--- config.mk ---
export PLATFORM = sky130hd
export DESIGN_NAME = ssd_scan_driver
export DESIGN_NICKNAME = d
export VERILOG_FILES = /design/src/rtl/ssd_pkg.sv /design/src/rtl/ssd_hex_decoder.sv /design/src/rtl/ssd_scan_driver.sv
export SDC_FILE = /design/constraint.sdc
export NUM_CORES = 1
export LEC_CHECK = 0
export BUFFER_PORTS_ARGS = -buffer_cell sky130_fd_sc_hd__buf_4
export CAP_MARGIN = 20
export CORE_MARGIN = 5
export CORE_UTILIZATION = 45
export DETAILED_ROUTE_END_ITERATION = 8
export PLACE_DENSITY = 0.71
export SLEW_MARGIN = 10
export SYNTH_ARGS = -nofsm -noshare
export SYNTH_HDL_FRONTEND = slang
export SYNTH_SLANG_ARGS = --single-unit
--- constraint.sdc ---
create_clock -name ClkPort -period 5.1 [get_ports ClkPort]
set_input_delay 1.02 -clock ClkPort [delete_from_list [all_inputs] [get_ports ClkPort]]
set_output_delay 1.02 -clock ClkPort [all_outputs]
set_load 0.03 [all_outputs]
--- src/rtl/ssd_pkg.sv ---
// ----------------------------------------------------------------------------
// ssd_pkg
//   Shared constants and helpers for the seven-segment scan driver.
//   SEG_OFF    : all cathodes (segments + dp) dark, active-low.
//   ANODE_OFF  : single anode "off" level, replicate to the digit count.
//   idx_width  : width of a digit index, never less than 1 bit.
//   seg7       : hex nibble -> {a,b,c,d,e,f,g}, active-low.
// ----------------------------------------------------------------------------
package ssd_pkg;

    localparam logic [7:0] SEG_OFF   = 8'hFF;
    localparam logic       ANODE_OFF = 1'b1;

    function automatic int idx_width(input int n);
        return (n > 1) ? $clog2(n) : 1;
    endfunction

    function automatic logic [6:0] seg7(input logic [3:0] nib);
        logic [6:0] seg;
        case (nib)
            4'h0:    seg = 7'b0000001;
            4'h1:    seg = 7'b1001111;
            4'h2:    seg = 7'b0010010;
            4'h3:    seg = 7'b0000110;
            4'h4:    seg = 7'b1001100;
            4'h5:    seg = 7'b0100100;
            4'h6:    seg = 7'b0100000;
            4'h7:    seg = 7'b0001111;
            4'h8:    seg = 7'b0000000;
            4'h9:    seg = 7'b0000100;
            4'hA:    seg = 7'b0001000;
            4'hB:    seg = 7'b1100000;
            4'hC:    seg = 7'b0110001;
            4'hD:    seg = 7'b1000010;
            4'hE:    seg = 7'b0110000;
            default: seg = 7'b0111000;
        endcase
        return seg;
    endfunction

endpackage

--- src/rtl/ssd_hex_decoder.sv ---
// ----------------------------------------------------------------------------
// ssd_hex_decoder
//   Combinational hex nibble to seven-segment decoder (active-low).
//   i_nib : 4-bit hex value
//   o_seg : {a,b,c,d,e,f,g}, 0 = segment lit
// ----------------------------------------------------------------------------
module ssd_hex_decoder
    import ssd_pkg::*;
(
    input  logic [3:0] i_nib,
    output logic [6:0] o_seg
);

    assign o_seg = seg7(i_nib);

endmodule

--- src/rtl/ssd_scan_driver.sv ---
// ----------------------------------------------------------------------------
// ssd_scan_driver
//   Time-multiplexed seven-segment scan driver. Each digit owns a slot of
//   2**SCAN_DIV_BITS clocks; the first BLANK_CYCLES clocks of every slot are
//   dark to stop ghosting while the anode switches. New data is captured into
//   a pending shadow on load and only copied to the displayed (active) copy on
//   the frame wrap, so a frame never mixes old and new digits.
//
//   Optional build macro SSD_LZB_EN: leading-zero blanking on the active data.
//
//   Ports:
//     ClkPort     system clock
//     Reset_n     asynchronous active-low reset
//     digits_in   hex nibbles, digit i = [4i+3:4i]
//     dp_in       decimal point request per digit
//     digit_en    per-digit display enable
//     load        capture digits_in/dp_in/digit_en into pending
//     An          anodes, active-low
//     Cathodes    {Ca..Cg,Dp}, active-low
//     scan_idx    digit currently owning the slot
//     frame_tick  one-cycle pulse when the scan wraps to digit 0
// ----------------------------------------------------------------------------
module ssd_scan_driver
    import ssd_pkg::*;
#(
    parameter int NUM_DIGITS    = 8,
    parameter int SCAN_DIV_BITS = 18,
    parameter int BLANK_CYCLES  = 1024
) (
    input  logic                                 ClkPort,
    input  logic                                 Reset_n,
    input  logic [4*NUM_DIGITS-1:0]              digits_in,
    input  logic [NUM_DIGITS-1:0]                dp_in,
    input  logic [NUM_DIGITS-1:0]                digit_en,
    input  logic                                 load,
    output logic [NUM_DIGITS-1:0]                An,
    output logic [7:0]                           Cathodes,
    output logic [idx_width(NUM_DIGITS)-1:0]     scan_idx,
    output logic                                 frame_tick
);

    localparam int                       IDX_W    = idx_width(NUM_DIGITS);
    localparam logic [IDX_W-1:0]         LAST_IDX = IDX_W'(NUM_DIGITS - 1);
    localparam logic [SCAN_DIV_BITS-1:0] BLANK_V  = SCAN_DIV_BITS'(BLANK_CYCLES);

    if (NUM_DIGITS < 1 || NUM_DIGITS > 8) begin : g_bad_digits
        $error("ssd_scan_driver: NUM_DIGITS must be 1..8");
    end
    if (BLANK_CYCLES < 0 || BLANK_CYCLES >= (1 << SCAN_DIV_BITS)) begin : g_bad_blank
        $error("ssd_scan_driver: BLANK_CYCLES must be below 2**SCAN_DIV_BITS");
    end

    logic [SCAN_DIV_BITS-1:0]  r_presc;
    logic [IDX_W-1:0]          r_idx;
    logic                      r_tick;
    logic [4*NUM_DIGITS-1:0]   r_pend_dig, r_act_dig;
    logic [NUM_DIGITS-1:0]     r_pend_dp,  r_act_dp;
    logic [NUM_DIGITS-1:0]     r_pend_en,  r_act_en;
    logic [NUM_DIGITS-1:0]     r_an;
    logic [7:0]                r_cat;

    logic                      w_presc_tc;
    logic                      w_frame_wrap;
    logic [NUM_DIGITS-1:0]     w_lzb_mask;
    logic [3:0]                w_nib;
    logic                      w_dp;
    logic                      w_en;
    logic                      w_lzb;
    logic                      w_dark;
    logic [6:0]                w_seg;
    logic [NUM_DIGITS-1:0]     w_an_on;

    assign w_presc_tc   = &r_presc;
    assign w_frame_wrap = w_presc_tc && (r_idx == LAST_IDX);

    // Prescaler and slot counter. Disabled digits keep their slot so the
    // refresh rate does not depend on what is displayed.
    always_ff @(posedge ClkPort or negedge Reset_n) begin
        if (!Reset_n) begin
            r_presc <= '0;
            r_idx   <= '0;
            r_tick  <= 1'b0;
        end else begin
            r_presc <= r_presc + 1'b1;
            r_tick  <= w_frame_wrap;
            if (w_presc_tc)
                r_idx <= (r_idx == LAST_IDX) ? '0 : r_idx + 1'b1;
        end
    end

    // Pending shadow follows every load; active only changes on the wrap.
    // A load on the wrap cycle itself goes straight to active so it is not
    // delayed by a whole frame.
    always_ff @(posedge ClkPort or negedge Reset_n) begin
        if (!Reset_n) begin
            r_pend_dig <= '0;
            r_pend_dp  <= '0;
            r_pend_en  <= '0;
            r_act_dig  <= '0;
            r_act_dp   <= '0;
            r_act_en   <= '0;
        end else begin
            if (load) begin
                r_pend_dig <= digits_in;
                r_pend_dp  <= dp_in;
                r_pend_en  <= digit_en;
            end
            if (w_frame_wrap) begin
                r_act_dig <= load ? digits_in : r_pend_dig;
                r_act_dp  <= load ? dp_in     : r_pend_dp;
                r_act_en  <= load ? digit_en  : r_pend_en;
            end
        end
    end

`ifdef SSD_LZB_EN
    // Walk down from the top digit; the run of blanked digits ends at the
    // first non-zero nibble or lit dp. Digit 0 is never part of the run.
    logic w_zero_run;
    always_comb begin
        w_lzb_mask = '0;
        w_zero_run = 1'b1;
        for (int i = NUM_DIGITS - 1; i >= 1; i--) begin
            w_zero_run    = w_zero_run && (r_act_dig[4*i +: 4] == 4'h0) && !r_act_dp[i];
            w_lzb_mask[i] = w_zero_run;
        end
    end
`else
    assign w_lzb_mask = '0;
`endif

    // Select the active digit for the current slot.
    always_comb begin
        w_nib = 4'h0;
        w_dp  = 1'b0;
        w_en  = 1'b0;
        w_lzb = 1'b0;
        for (int i = 0; i < NUM_DIGITS; i++) begin
            if (r_idx == IDX_W'(i)) begin
                w_nib = r_act_dig[4*i +: 4];
                w_dp  = r_act_dp[i];
                w_en  = r_act_en[i];
                w_lzb = w_lzb_mask[i];
            end
        end
    end

    ssd_hex_decoder u_dec (
        .i_nib (w_nib),
        .o_seg (w_seg)
    );

    assign w_an_on = ~(NUM_DIGITS'(1) << r_idx);
    assign w_dark  = (r_presc < BLANK_V) || !w_en || w_lzb;

    // Registered outputs so the pads see clean, glitch-free levels.
    always_ff @(posedge ClkPort or negedge Reset_n) begin
        if (!Reset_n) begin
            r_an  <= {NUM_DIGITS{ANODE_OFF}};
            r_cat <= SEG_OFF;
        end else if (w_dark) begin
            r_an  <= {NUM_DIGITS{ANODE_OFF}};
            r_cat <= SEG_OFF;
        end else begin
            r_an  <= w_an_on;
            r_cat <= {w_seg, ~w_dp};
        end
    end

    assign An         = r_an;
    assign Cathodes   = r_cat;
    assign scan_idx   = r_idx;
    assign frame_tick = r_tick;

endmodule
==> impl_metrics.toml, run 1 <==
[critical_path]
worstPathMaxFanout = 23
path_buf_inv = 3
crit_family = "flip-flops"
cp_common_cell = "inv_1"
crit_arrival_ns = 3.88
slowest_delay_ns = 0.79
cpMaxStageDelayCell = "dfrtp_1"
worstSetupStartpointType = "register"
path_cells = "inv_1 -> ha_1 -> or3b_1 -> a32o_1 -> o311ai_0 -> a22o_1 -> inv_1 -> ha_1 -> inv_1 -> a21oi_1 -> mux2i_1 -> nand4_1"
worstSetupEndpointType = "register"
crit_type = "reg -> reg"
critPathRequiredTime_ns = 5.41

[clock_network]
clk_path_buf_depth = 2
numCtsBuffers = 17
cts_resized = 0
cts.sinks = 134
cts_tree = "built"
clock_latency_ns = 0.42
postCtsHoldBufs = 0
post-cts-setup-buffer-count = 0
cts-root-buf = "clkbuf_16"
path_clk_slew_ns = 0.05
htree_levels = 4

[timing]
min_period_over_period = 0.7010
fin_crit_ns = 3.575
fin_worst_skew_ns = 0.005668
final_hold_viol_count = 0
slew_headroom = 0.3821
rsz0062_at_grt = "false"
slew_violations = 0
layout_setup_ws_ns = 1.525
timing.fmax_mhz = 279.7
tns_ns = 0
tightest_slew_ns = 0.9246
setup_viol = 0

[logic_synthesis]
synth_ff_type = "dfrtp_1"
synth_seq_cells = 134
synth-edff-count = 0
async_flop_share = 1.000
ys_types = 57
synth_area_um2 = 5954
ys_seq_area_frac = 0.5665
yosys_warnings = 0
synthCells = 446
avgSynthCellArea_um2 = 13.35
syn_nets = 510

[global_routing]
grt_max_degree = 55
grt_pass1_vias = 3880
grtUsageTotal = 0.1583
grt_pass1_wl_um = 19820
antenna_found_initial = 0
overflow = 0

[route]
drt_iter0_drc = 172
wl_um = 11800
drc_errors = 0
viasPerCell = 5.232
drtPass1Iterations = 4
wl_per_cell_um = 16.81
vias = 3673
drtAntennaViolNets = 0

[final_layout]
layout_common_cells = "dfrtp_1 (118), mux2_2 (88), buf_4 (73)"
final_common_cell = "dfrtp_1"
fin_util = 0.5448
antennaDiodeCount = 0
fin_cells = 702
fillers = 1108
drive_gt1_frac = 0.4240
nets = 578
area_delta_synth_final_pct = 19.71

[die]
dieArea_um2 = 15630
core_area_um2 = 13090
top_level_ports = 71
die_h_um = 125.0
rows = 42
initial_core_util = 0.4551
fp.dieW_um = 125.0

[placed_design]
place_inst = 671
portBuffers = 70
dp_hpwl_um = 8397
dp_slack_ns = 1.579
gp_congestion = 0.8703

[job]
cap_violations = 0

[power_and_ir_drop]
ir_drop_mv = 0.1331
power_density_nw_per_um2 = 329.8
power.leakage_nw = 3.249

[status]
status = "complete, no violations"

[hold_path]
min_path_type = "reg -> reg"
==> report_power, final <==
group / total, mW / internal (mW) / switching, mW
clock: 1.13 / 0.700 / 0.425
sequential: 1.11 / 1.10 / 0.00884
combinational: 0.115 / 0.0600 / 0.0545
==> final timing paths <==
path | from | cells past startpoint | end | slack, ns
hold reg to reg | r_presc[4] | 1 | r_presc[4] | 0.47
hold / removal | r_presc[4] | 1 | r_presc[4] | 0.47
setup / recovery | scan_idx[2] | 12 | Cathodes[4] | 1.52
setup reg to reg | scan_idx[2] | 12 | Cathodes[4] | 1.52
min in group asynchronous | Reset_n | 1 | r_pend_dig[20] | 0.64
max in group asynchronous | Reset_n | 2 | An[7] | 3.47
==> logic make-up after synthesis <==
| group | share of synthesized area |
|---|---|
| AND/OR/NAND/NOR | 0.07018 |
| AO/OA/AOI/OAI | 0.07670 |
| multiplexers | 0.1992 |
| adder cells (fa/ha/maj) | 0.02732 |
| flip-flops | 0.5665 |
| XOR/XNOR | 0.02354 |
| buffers and inverters | 0.03656 |
==> metrics by stage <==
stage / total power, mW / hold slack (ns) / area [um^2]
floorplan: 1.179 / 0.4380 / 5954
finish: 2.351 / 0.4664 / 7128
CTS: 2.385 / 0.4734 / 7128
global placement: 1.242 / 0.4521 / 6576
detailed placement: 1.248 / 0.4613 / 6576
global route: 2.449 / 0.5023 / 7128
==> synth_stat cells (3+ instances only) <==
library cell	instances	share of area
a211oi_1	3	0.0038
a21o_1	3	0.0038
a21oi_1	12	0.010
a221oi_1	5	0.0074
a22o_1	3	0.0044
and2_1	4	0.0042
buf_2	10	0.0084
buf_4	5	0.0063
clkbuf_1	4	0.0025
dfrtp_1	118	0.50
dfstp_2	16	0.071
ha_1	13	0.027
inv_1	19	0.012
mux2_2	88	0.17
mux2_4	9	0.023
mux2i_1	6	0.010
nand2_1	23	0.014
nand2b_1	3	0.0032
nand3_1	15	0.013
nand4_1	5	0.0053
nor2_1	6	0.0038
nor2b_1	4	0.0042
o211ai_1	3	0.0038
o21a_1	3	0.0038
o21ai_0	7	0.0059
o2bb2ai_1	3	0.0044
o311ai_0	3	0.0044
xnor2_1	13	0.019
xor2_1	3	0.0044
==> sequential cells by signal, indices dropped and copies added, names as in the netlist <==
name and flops:
An 8, Cathodes 8, r_act_dp 8, r_pend_dp 8
r_presc 18, r_pend_en 8, r_act_dig 32, scan_idx 3
frame_tick 1, r_pend_dig 32, r_act_en 8
==> worst register-to-register path: stages (launching register included) <==
cell and delay, ns:
dfrtp_1 0.79, inv_1 0.29, ha_1 0.46, or3b_1 0.42, a32o_1 0.25, o311ai_0 0.09
a22o_1 0.34, inv_1 0.12, ha_1 0.27, inv_1 0.09, a21oi_1 0.06, mux2i_1 0.17
nand4_1 0.12
==> area by class of cell <==
type                       count  area, um^2  area share
sequential                   134        3373      0.4732
multi-input combinational    269        2364      0.3316
timing repair buffer          73       548.0     0.07688
clock buffer                  22       474.2     0.06653
tap                          176       220.2     0.03089
clock inverter                 9       77.57     0.01088
inverter                      19       71.32     0.01001
==> per-layer routing <==
layer / global-route usage / up-vias / share of wire
li1: - / 1726 / -
met1: 0.1973 / 1836 / 0.44
met2: 0.2499 / 93 / 0.48
met3: 0.06397 / 18 / 0.054
met4: 0.05804 / 0 / 0.017
met5: 0 / - / 0
(Power assumes the default switching activity.)
==> inputs of run 2 (changes only) <==
Clock period 5.1 ns to 3.3 ns, I/O delays scaled along.
==> run 2 against run 1 <==
  * Die area stayed put
  * Worst setup slack worse by 1.2 ns
  * Clock skew is 0.0024 ns higher
  * Via count increased by 2.1%
==> impl_metrics.toml, run 2 (synthesis gave the netlist of run 1 again) <==
[status]
status = "complete, no violations"

[die]
dieArea_um2 = 15630
initial_core_util = 0.4551
core_area_um2 = 13090
top_level_ports = 71
fp.dieW_um = 125.0
rows = 42
die_h_um = 125.0

[timing]
rsz0062_at_grt = "false"
slew_violations = 0
fin_worst_skew_ns = 0.008038
slew_headroom = 0.4231
tightest_slew_ns = 0.8654
min_period_over_period = 0.9125
final_hold_viol_count = 0
timing.fmax_mhz = 332.1
setup_viol = 0
fin_crit_ns = 3.011
tns_ns = 0

[route]
wl_met3_um = 847
drtAntennaViolNets = 0
drt_iter0_drc = 241
wl_per_cell_um = 17.20
drc_errors = 0
wl_met2_um = 6000
vias = 3751
viasPerCell = 5.298
drtPass1Iterations = 4
drt-met1-wl_um = 5111
wl_um = 12180
top_layer = "met4"

[critical_path]
r2r_slack_ns = 0.29
critPathRequiredTime_ns = 3.65
worstSetupEndpointType = "register"
worstSetupStartpointType = "register"
worstPathMaxFanout = 16
crit_type = "reg -> reg"
crit_arrival_ns = 3.36

[clock_network]
cts-root-buf = "clkbuf_16"
htree_levels = 4
clk_path_buf_depth = 2
postCtsHoldBufs = 0
path_clk_slew_ns = 0.06
clock_latency_ns = 0.41
numCtsBuffers = 17
cts_resized = 0
cts.sinks = 134
post-cts-setup-buffer-count = 0
cts_tree = "built"

[final_layout]
nets = 584
final_common_cell = "dfrtp_1"
top_regs = "r_act_dig (32), r_pend_dig (32), r_presc (18)"
area_delta_synth_final_pct = 21.75
layout_common_cells = "dfrtp_1 (118), mux2_2 (88), buf_4 (77)"
final_cell_area_um2 = 7249
drive_gt1_frac = 0.4305
antennaDiodeCount = 0

[placed_design]
gp_congestion = 0.8863
dp_hpwl_um = 8457
portBuffers = 70
postPlaceCellArea_um2 = 6646

[global_routing]
grtUsageTotal = 0.1648
grt_pass1_wl_um = 20620
antenna_found_initial = 0
grt_max_degree = 69
grt_pass1_vias = 4004
overflow = 0

[job]
cap_violations = 0

[power_and_ir_drop]
power_density_nw_per_um2 = 522.3
power.leakage_nw = 3.303
ir_drop_mv = 0.3004

[hold_path]
min_path_type = "in -> async"
run 2: cell count changes in the layout (fill, tap and decap cells not counted):
cell       previous run  this run
ha_1                 13        12
clkinv_2              5         2
bufinv_16             1         3
buf_4                73        77
buf_12                0         2
ha_2                  0         1
clkbuf_1              2         3
run 2: metal layers:
| metal | vias up | track usage |
|---|---|---|
| met1 | 1879 | 0.2060 |
| met3 | 22 | 0.06055 |
| met4 | 0 | 0.06186 |
| met5 | - | 0 |
| met2 | 112 | 0.2635 |
| li1 | 1738 | - |
run 2: final cells by class:
class	instances	area (um^2)
fill	1064	5836
sequential	134	3373
multi-input combinational	269	2366
timing repair buffer	79	618.1
clock buffer	23	478.0
tap	176	220.2
clock inverter	8	122.6
inverter	19	71.32
run 2: path summary, 6_finish.rpt:
| check | from | to | depth (start not counted) |
|---|---|---|---|
| worst max register to register | scan_idx[1] | Cathodes[7] | 11 |
| max in group asynchronous | Reset_n | An[6] | 2 |
| min in group ClkPort | r_presc[9] | r_presc[9] | 1 |
| worst min register to register | r_presc[9] | r_presc[9] | 1 |
| worst min-delay path | Reset_n | r_pend_dig[21] | 1 |
| worst max-delay path | scan_idx[1] | Cathodes[7] | 11 |
run 2: stage by stage:
| step | hold slack (ns) | std cells | power (mW) | setup WS [ns] | util |
|---|---|---|---|---|---|
| 6_report | 0.3624 | 708 | 3.786 | 0.2889 | 0.5540 |
| 3_3_place_gp | 0.4519 | 677 | 1.919 | 0.4228 | 0.5079 |
| 5_1_grt | 0.4376 | 708 | 3.939 | 0.1381 | 0.5540 |
| 4_1_cts | 0.3826 | 708 | 3.840 | 0.1215 | 0.5538 |
| 2_1_floorplan | 0.3644 | 446 | 1.821 | 0.4306 | - |
| 3_5_place_dp | 0.4631 | 677 | 1.928 | 0.1547 | 0.5079 |
run 2: critical path, cell delays in order, from the launching register on:
cell and delay, ns:
dfrtp_1 0.42, inv_1 0.10, ha_2 0.28, nor2b_1 0.55
a221oi_1 0.17, o21a_1 0.22, a22o_1 0.29, inv_1 0.13
ha_1 0.22, inv_1 0.07, or3_1 0.38, nand4_1 0.10
run 2: power breakdown:
group | switching [mW] | leakage [nW] | internal (mW)
combinational | 0.0823 | 1.32 | 0.0942
sequential | 0.0141 | 1.69 | 1.70
clock | 0.652 | 0.285 | 1.24
